File: src/rtl/fifo_push_arbiter_pkg.sv
// Shared types and constants for the round-robin FIFO push arbiter.
package fifo_push_arbiter_pkg;

  typedef enum logic {
    ARB_IDLE  = 1'b0,
    ARB_BURST = 1'b1
  } arb_state_e;

  localparam int unsigned STAT_CNT_W = 16;
  localparam logic [STAT_CNT_W-1:0] STAT_CNT_SAT = 16'hFFFF;

endpackage

File: src/rtl/fifo_push_arbiter_if.sv
// Requester-side and FIFO-push-side signals of the push arbiter.
// The slave modport is the arbiter's view; master is the environment's.
interface fifo_push_arbiter_if #(
  parameter int unsigned REQ_COUNT  = 4,
  parameter int unsigned DATA_WIDTH = 32
);
  localparam int unsigned GRANT_W = $clog2(REQ_COUNT);

  logic [REQ_COUNT-1:0]            REQ_VALID;
  logic [REQ_COUNT*DATA_WIDTH-1:0] REQ_DATA;
  logic [REQ_COUNT-1:0]            REQ_READY;
  logic                            FIFO_nEN;
  logic [DATA_WIDTH-1:0]           FIFO_DATA;
  logic                            FIFO_FULL;
  logic [GRANT_W-1:0]              GRANT_ID;
  logic                            BUSY;

  modport master (
    output REQ_VALID, REQ_DATA, FIFO_FULL,
    input  REQ_READY, FIFO_nEN, FIFO_DATA, GRANT_ID, BUSY
  );

  modport slave (
    input  REQ_VALID, REQ_DATA, FIFO_FULL,
    output REQ_READY, FIFO_nEN, FIFO_DATA, GRANT_ID, BUSY
  );

endinterface

File: src/rtl/fifo_push_arbiter_rr_priority_picker.sv
// Combinational round-robin picker: first set request at or above ptr_i,
// wrapping past N-1 back to 0.
module rr_priority_picker #(
  parameter int unsigned N  = 4,
  parameter int unsigned IW = $clog2(N)
) (
  input  logic [N-1:0]  req_i,
  input  logic [IW-1:0] ptr_i,
  output logic          found_o,
  output logic [IW-1:0] idx_o
);

  logic [2*N-1:0] dbl_c;
  logic [N-1:0]   rot_c;
  logic [IW:0]    sum_c;

  // Rotate so the pointer position lands at bit 0
  assign dbl_c = {req_i, req_i} >> ptr_i;
  assign rot_c = dbl_c[N-1:0];

  always_comb begin
    found_o = 1'b0;
    idx_o   = '0;
    sum_c   = '0;
    for (int unsigned k = 0; k < N; k++) begin
      if (!found_o && rot_c[k]) begin
        found_o = 1'b1;
        sum_c   = {1'b0, ptr_i} + (IW+1)'(k);
        idx_o   = (sum_c >= (IW+1)'(N)) ? IW'(sum_c - (IW+1)'(N)) : IW'(sum_c);
      end
    end
  end

endmodule

File: src/rtl/fifo_push_arbiter.sv
// Round-robin arbiter sharing one FIFO push port among REQ_COUNT requesters.
// Optional per-requester push counters: define FIFO_PUSH_ARBITER_STATS_EN.
module fifo_push_arbiter
  import fifo_push_arbiter_pkg::*;
#(
  parameter int unsigned REQ_COUNT  = 4,
  parameter int unsigned DATA_WIDTH = 32,
  parameter int unsigned MAX_BURST  = 4
) (
  input  logic CLK,
  input  logic RST,
  fifo_push_arbiter_if.slave bus
`ifdef FIFO_PUSH_ARBITER_STATS_EN
  ,
  output logic [REQ_COUNT*STAT_CNT_W-1:0] STAT_PUSH_CNT,
  input  logic                            STAT_CLR
`endif
);

  localparam int unsigned GRANT_W = $clog2(REQ_COUNT);
  localparam int unsigned CNT_W   = $clog2(MAX_BURST + 1);

  arb_state_e           state_q;
  logic [GRANT_W-1:0]   grant_q;
  logic [GRANT_W-1:0]   ptr_q;
  logic [CNT_W-1:0]     beat_q;

  logic                 pick_found_c;
  logic [GRANT_W-1:0]   pick_idx_c;
  logic                 burst_c;
  logic                 accept_c;
  logic                 last_beat_c;
  logic [GRANT_W-1:0]   next_ptr_c;
  logic [REQ_COUNT-1:0] ready_c;
  logic [DATA_WIDTH-1:0] slice_c;

  rr_priority_picker #(
    .N  (REQ_COUNT),
    .IW (GRANT_W)
  ) u_picker (
    .req_i   (bus.REQ_VALID),
    .ptr_i   (ptr_q),
    .found_o (pick_found_c),
    .idx_o   (pick_idx_c)
  );

  assign burst_c     = (state_q == ARB_BURST);
  assign accept_c    = burst_c & bus.REQ_VALID[grant_q] & ~bus.FIFO_FULL;
  assign last_beat_c = (beat_q == CNT_W'(MAX_BURST - 1));
  assign next_ptr_c  = (grant_q == GRANT_W'(REQ_COUNT - 1)) ? '0 : grant_q + GRANT_W'(1);
  assign ready_c     = accept_c ? (REQ_COUNT'(1) << grant_q) : '0;

  // Granted requester's data slice
  always_comb begin
    slice_c = '0;
    for (int unsigned i = 0; i < REQ_COUNT; i++) begin
      if (grant_q == GRANT_W'(i)) slice_c = bus.REQ_DATA[i*DATA_WIDTH +: DATA_WIDTH];
    end
  end

  // Push path is combinational so accept and FIFO write share a cycle
  assign bus.REQ_READY = ready_c;
  assign bus.FIFO_nEN  = ~accept_c;
  assign bus.FIFO_DATA = burst_c ? slice_c : '0;
  assign bus.GRANT_ID  = grant_q;
  assign bus.BUSY      = burst_c;

  always_ff @(posedge CLK or posedge RST) begin
    if (RST) begin
      state_q <= ARB_IDLE;
      grant_q <= '0;
      ptr_q   <= '0;
      beat_q  <= '0;
    end else begin
      case (state_q)
        ARB_IDLE: begin
          if (pick_found_c) begin
            grant_q <= pick_idx_c;
            beat_q  <= '0;
            state_q <= ARB_BURST;
          end
        end
        ARB_BURST: begin
          // Dropping valid releases the grant; full alone only stalls
          if (!bus.REQ_VALID[grant_q] || (accept_c && last_beat_c)) begin
            state_q <= ARB_IDLE;
            ptr_q   <= next_ptr_c;
          end else if (accept_c) begin
            beat_q <= beat_q + CNT_W'(1);
          end
        end
        default: state_q <= ARB_IDLE;
      endcase
    end
  end

`ifdef FIFO_PUSH_ARBITER_STATS_EN
  logic [REQ_COUNT-1:0][STAT_CNT_W-1:0] stat_q;

  // Saturating per-requester push counters; clear beats increment
  always_ff @(posedge CLK or posedge RST) begin
    if (RST) begin
      stat_q <= '0;
    end else if (STAT_CLR) begin
      stat_q <= '0;
    end else begin
      for (int unsigned i = 0; i < REQ_COUNT; i++) begin
        if (ready_c[i] && (stat_q[i] != STAT_CNT_SAT)) stat_q[i] <= stat_q[i] + STAT_CNT_W'(1);
      end
    end
  end

  assign STAT_PUSH_CNT = stat_q;
`endif

endmodule

File: src/flat_wrapper.sv
// flat-port wrapper written by rule: the top's interface ports become plain ports
module fifo_push_arbiter_flat import fifo_push_arbiter_pkg::*;
#(
  parameter int unsigned REQ_COUNT  = 4,
  parameter int unsigned DATA_WIDTH = 32,
  parameter int unsigned MAX_BURST  = 4
)
  (CLK, RST, bus_REQ_VALID, bus_REQ_DATA, bus_FIFO_FULL, bus_REQ_READY, bus_FIFO_nEN, bus_FIFO_DATA, bus_GRANT_ID, bus_BUSY);
  fifo_push_arbiter_if #(.REQ_COUNT(REQ_COUNT), .DATA_WIDTH(DATA_WIDTH)) bus_i ();
  input  logic CLK;
  input  logic RST;
  input wire logic [$bits(bus_i.REQ_VALID)-1:0] bus_REQ_VALID;
  input wire logic [$bits(bus_i.REQ_DATA)-1:0] bus_REQ_DATA;
  input wire logic [$bits(bus_i.FIFO_FULL)-1:0] bus_FIFO_FULL;
  output wire logic [$bits(bus_i.REQ_READY)-1:0] bus_REQ_READY;
  output wire logic [$bits(bus_i.FIFO_nEN)-1:0] bus_FIFO_nEN;
  output wire logic [$bits(bus_i.FIFO_DATA)-1:0] bus_FIFO_DATA;
  output wire logic [$bits(bus_i.GRANT_ID)-1:0] bus_GRANT_ID;
  output wire logic [$bits(bus_i.BUSY)-1:0] bus_BUSY;
  assign bus_i.REQ_VALID = bus_REQ_VALID;
  assign bus_i.REQ_DATA = bus_REQ_DATA;
  assign bus_i.FIFO_FULL = bus_FIFO_FULL;
  assign bus_REQ_READY = bus_i.REQ_READY;
  assign bus_FIFO_nEN = bus_i.FIFO_nEN;
  assign bus_FIFO_DATA = bus_i.FIFO_DATA;
  assign bus_GRANT_ID = bus_i.GRANT_ID;
  assign bus_BUSY = bus_i.BUSY;
  fifo_push_arbiter #(.REQ_COUNT(REQ_COUNT), .DATA_WIDTH(DATA_WIDTH), .MAX_BURST(MAX_BURST)) u_core (.CLK(CLK), .RST(RST), .bus(bus_i));
endmodule
File: config.mk
export PLATFORM = sky130hd
export DESIGN_NAME = fifo_push_arbiter_flat
export DESIGN_NICKNAME = d
export VERILOG_FILES = /design/src/rtl/fifo_push_arbiter_pkg.sv /design/src/rtl/fifo_push_arbiter_if.sv /design/src/rtl/fifo_push_arbiter_rr_priority_picker.sv /design/src/rtl/fifo_push_arbiter.sv /design/src/flat_wrapper.sv
export SDC_FILE = /design/constraint.sdc
export NUM_CORES = 1
export LEC_CHECK = 0
export CAP_MARGIN = 20
export CORE_MARGIN = 2
export CORE_UTILIZATION = 32
export DETAILED_ROUTE_END_ITERATION = 6
export PLACE_DENSITY = 0.95
export SLEW_MARGIN = 40
export SYNTH_ARGS = -nofsm -noshare
export SYNTH_HDL_FRONTEND = slang
export SYNTH_SLANG_ARGS = --single-unit
File: constraint.sdc
create_clock -name CLK -period 3.7 [get_ports CLK]
set_input_delay 0.925 -clock CLK [delete_from_list [all_inputs] [get_ports CLK]]
set_output_delay 0.925 -clock CLK [all_outputs]
set_load 0.02 [all_outputs]
==> results.sh <==
export IMPL_finalSetupTns_ps=0
export IMPL_die_area_um2=5871
export IMPL_final_common_cell="clkdlybuf4s50_1"
export IMPL_clkPwrFrac_pct=3.9
export IMPL_relSlewSlack_pct=61.35
export IMPL_synthCells=248
export IMPL_grt_overflow_total=0
export IMPL_grt_pass1_vias=2438
export IMPL_syn_num_nets=389
export IMPL_die_w_um=76.63
export IMPL_cts_root_buf="clkbuf_8"
export IMPL_portBuffers=174
export IMPL_dr_pass1_iters=6
export IMPL_area_growth_pct=113.5
export IMPL_cp_end_kind="primary output"
export IMPL_dp_worst_setup_slack_ps=61.79
export IMPL_hold_buffers=0
export IMPL_drc=0
export IMPL_finalWeightedCongestion=0.8122
export IMPL_final_cell_mix="clkdlybuf4s50_1, inv_1, nand2_1"
export IMPL_htreeDepth=1
export IMPL_final_max_slew_viol_count=0
export IMPL_grt_max_degree=44
export IMPL_antennaDiodeCount=0
export IMPL_viasPerCell=5.401
export IMPL_vias=2614
export IMPL_min_delay_start="u_core.beat_q[0]"
export IMPL_cp_common_cell="clkdlybuf4s50_1"
export IMPL_combPwrFrac_pct=89.8
export IMPL_final_cells=484
export IMPL_syn_avg_cell_area_um2=6.806
export IMPL_ys_seq_elements=8
export IMPL_track_usage_pct=26.48
export IMPL_rsz0062_at_grt="no"
export IMPL_cts_tree="built"
export IMPL_crit_path_start_kind="input pin"
export IMPL_irDropWorstVdd_uv=674.0
export IMPL_p_per_area_nw_per_um2=741.1
export IMPL_synth_cell_types=30
export IMPL_cpPeakStageDelay_ps=530
export IMPL_clock_latency_ps=230
export IMPL_ys_seq_area_share_pct=11.86
export IMPL_yosysWarnings=0
export IMPL_min_path_type="reg -> reg"
export IMPL_crit_fanout=5
export IMPL_cts_clk_slew_worst_paths_ps=40
export IMPL_hold_end="u_core.beat_q[0]"
export IMPL_postRouteAntennaNets=0
export IMPL_drive_gt1_share_pct=6.522
export IMPL_antenna_found_initial=0
export IMPL_fin_ws_ps=87.31
export IMPL_clkSinkCount=8
export IMPL_die_y_um=76.63
export IMPL_hpwl_mm=6.529
export IMPL_intPower_mw=1.377
export IMPL_p_leak_nw=1.534
export IMPL_dp_cells=480
export IMPL_arrival_ps=2690
export IMPL_timing_rr_end="u_core.ptr_q[1]"
export IMPL_setup_worst_path_class="in -> out"
export IMPL_cpMaxStageDelayCell="clkdlybuf4s50_1"
export IMPL_cts_buffer_depth=2
export IMPL_utilization_pct=70.55
export IMPL_core_area_um2=5107
export IMPL_numCtsBuffers=3
export IMPL_finClkSkew_ps=2.288
export IMPL_io_pins=175
export IMPL_path_buf_inv=2
export IMPL_outcome="finished, final reports clean"
export IMPL_whs_path_depth=1
export IMPL_crit_path_cell_trace="clkdlybuf4s50_1 -> mux4_2 -> nor3b_4 -> and2_1 -> clkdlybuf4s50_1"
export IMPL_hold_viol=0
export IMPL_seqPwrFrac_pct=6.3
export IMPL_cap_viol_max_count=0
export IMPL_initialDrtViolationCount=193
export IMPL_reg2regPathDepth=6
export IMPL_setup_viol=0
export IMPL_nets=557
export IMPL_period_needed_ps=3613
export IMPL_r2r_slack_ps=1770
export IMPL_power_mw=2.671
export IMPL_wire_per_inst_um=16.93
export IMPL_rr_startpoint="u_core.beat_q[0]"
export IMPL_routed_wl_mm=8.194
export IMPL_fmax_mhz=276.8
export IMPL_p_sw_mw=1.293
export IMPL_netlist_area_um2=1688
export IMPL_required_ps=2770
export IMPL_grt_pass1_wl_mm=12.65
export IMPL_initial_utilization_pct=33.05
export IMPL_cp_top_family="buffers and inverters"
export IMPL_tightestPinTransition_ps=579.8
export IMPL_rows=26
export IMPL_period_share_pct=97.64
export IMPL_swShare_pct=48.42
==> cell type report <==
type | instances | area (um^2)
flip-flops and latches | 8 | 200.2
multi-input cells | 172 | 1217
clock buffers | 3 | 41.29
well taps | 70 | 87.58
inverters | 42 | 160.2
fillers | 399 | 1504
repair buffers | 189 | 1897
==> sequential cells by signal, indices dropped and copies added, names as in the netlist <==
signal               flops
u_core.bus.GRANT_ID      2
u_core.bus.BUSY          1
u_core.ptr_q             2
u_core.beat_q            3
==> power by group through the flow <==
| stage | logic (mW) | clock network [mW] | registers (mW) |
|---|---|---|---|
| 6_report | 2.40 | 0.105 | 0.167 |
| 5_1_grt | 2.55 | 0.113 | 0.172 |
| 4_1_cts | 2.38 | 0.106 | 0.166 |
| 3_3_place_gp | 2.33 | 0 | 0.163 |
| 3_5_place_dp | 2.38 | 0 | 0.167 |
| 2_1_floorplan | 1.40 | 0 | 0.185 |
==> Yosys cell counts <==
cell,instances,area (um^2)
mux2_1,2,22.52
buf_4,2,15.01
a21oi_1,35,175.2
o21ai_0,1,5.000
o22ai_1,2,12.51
o31a_1,1,8.760
inv_4,1,6.260
a21o_1,1,7.510
ha_1,6,75.07
a22o_2,1,10.01
a31o_2,1,8.760
and2_1,4,25.02
o21ai_1,1,5.000
dfrtp_1,8,200.2
nor3b_4,1,18.77
nor2b_4,1,13.76
buf_2,4,20.02
a221oi_1,32,280.3
buf_6,1,11.26
mux4_2,1,22.52
mux2i_1,5,50.05
inv_1,41,153.9
a211o_1,32,280.3
clkbuf_1,19,71.32
or3_1,1,6.260
nand2_1,36,135.1
nor2_1,3,11.26
o311ai_1,1,8.760
nor2b_1,3,18.77
a2bb2oi_1,1,8.760
==> kinds of logic after synthesis <==
| family | share of synthesized area (%) |
|---|---|
| buf+inv | 16.46 |
| fa+ha+maj | 4.448 |
| flops | 11.86 |
| mux | 5.634 |
| simple gates | 13.57 |
| compound gates | 48.04 |
==> worst max path at each step <==
stage | from | endpoint | slack, ps | depth (start not counted)
floorplan | u_core.bus.GRANT_ID[1] | bus_FIFO_DATA[11] | 680 | 9
global placement | bus_REQ_VALID[1] | bus_REQ_READY[0] | 60 | 5
detailed placement | bus_REQ_VALID[1] | bus_REQ_READY[1] | 60 | 5
CTS | bus_REQ_VALID[1] | bus_REQ_READY[1] | 60 | 5
global route | bus_REQ_VALID[1] | bus_REQ_READY[2] | 20 | 5
finish | bus_REQ_VALID[3] | bus_REQ_READY[0] | 90 | 5
==> routing by layer <==
layer | up-vias | track usage (%) | routed length, um
li1 | 1242 | - | -
met5 | - | 0 | 0
met3 | 25 | 4.858 | 633
met4 | 0 | 7.455 | 215
met2 | 142 | 48.41 | 4177
met1 | 1205 | 31.42 | 3168
==> stage by stage <==
| step | cell area (um^2) | hold slack (ps) |
|---|---|---|
| 4_1_cts | 3591 | 495.8 |
| 2_1_floorplan | 1688 | 455.0 |
| 3_5_place_dp | 3550 | 490.2 |
| 6_report | 3603 | 488.9 |
| 3_3_place_gp | 3550 | 471.8 |
| 5_1_grt | 3603 | 522.5 |
==> worst reg2reg max path, cell delays in order (launching register included) <==
cell	delay, ps
dfrtp_1	390
ha_1	210
ha_1	220
nor2b_1	160
or3_1	330
o311ai_1	140
mux2_1	370
==> repair_timing <==
action,CTS,global route
resized for setup,0,2
endpoints found under the setup margin,0,4
buffers inserted,0,1
hold endpoints to repair,0,0
(Power assumes the default switching activity.)
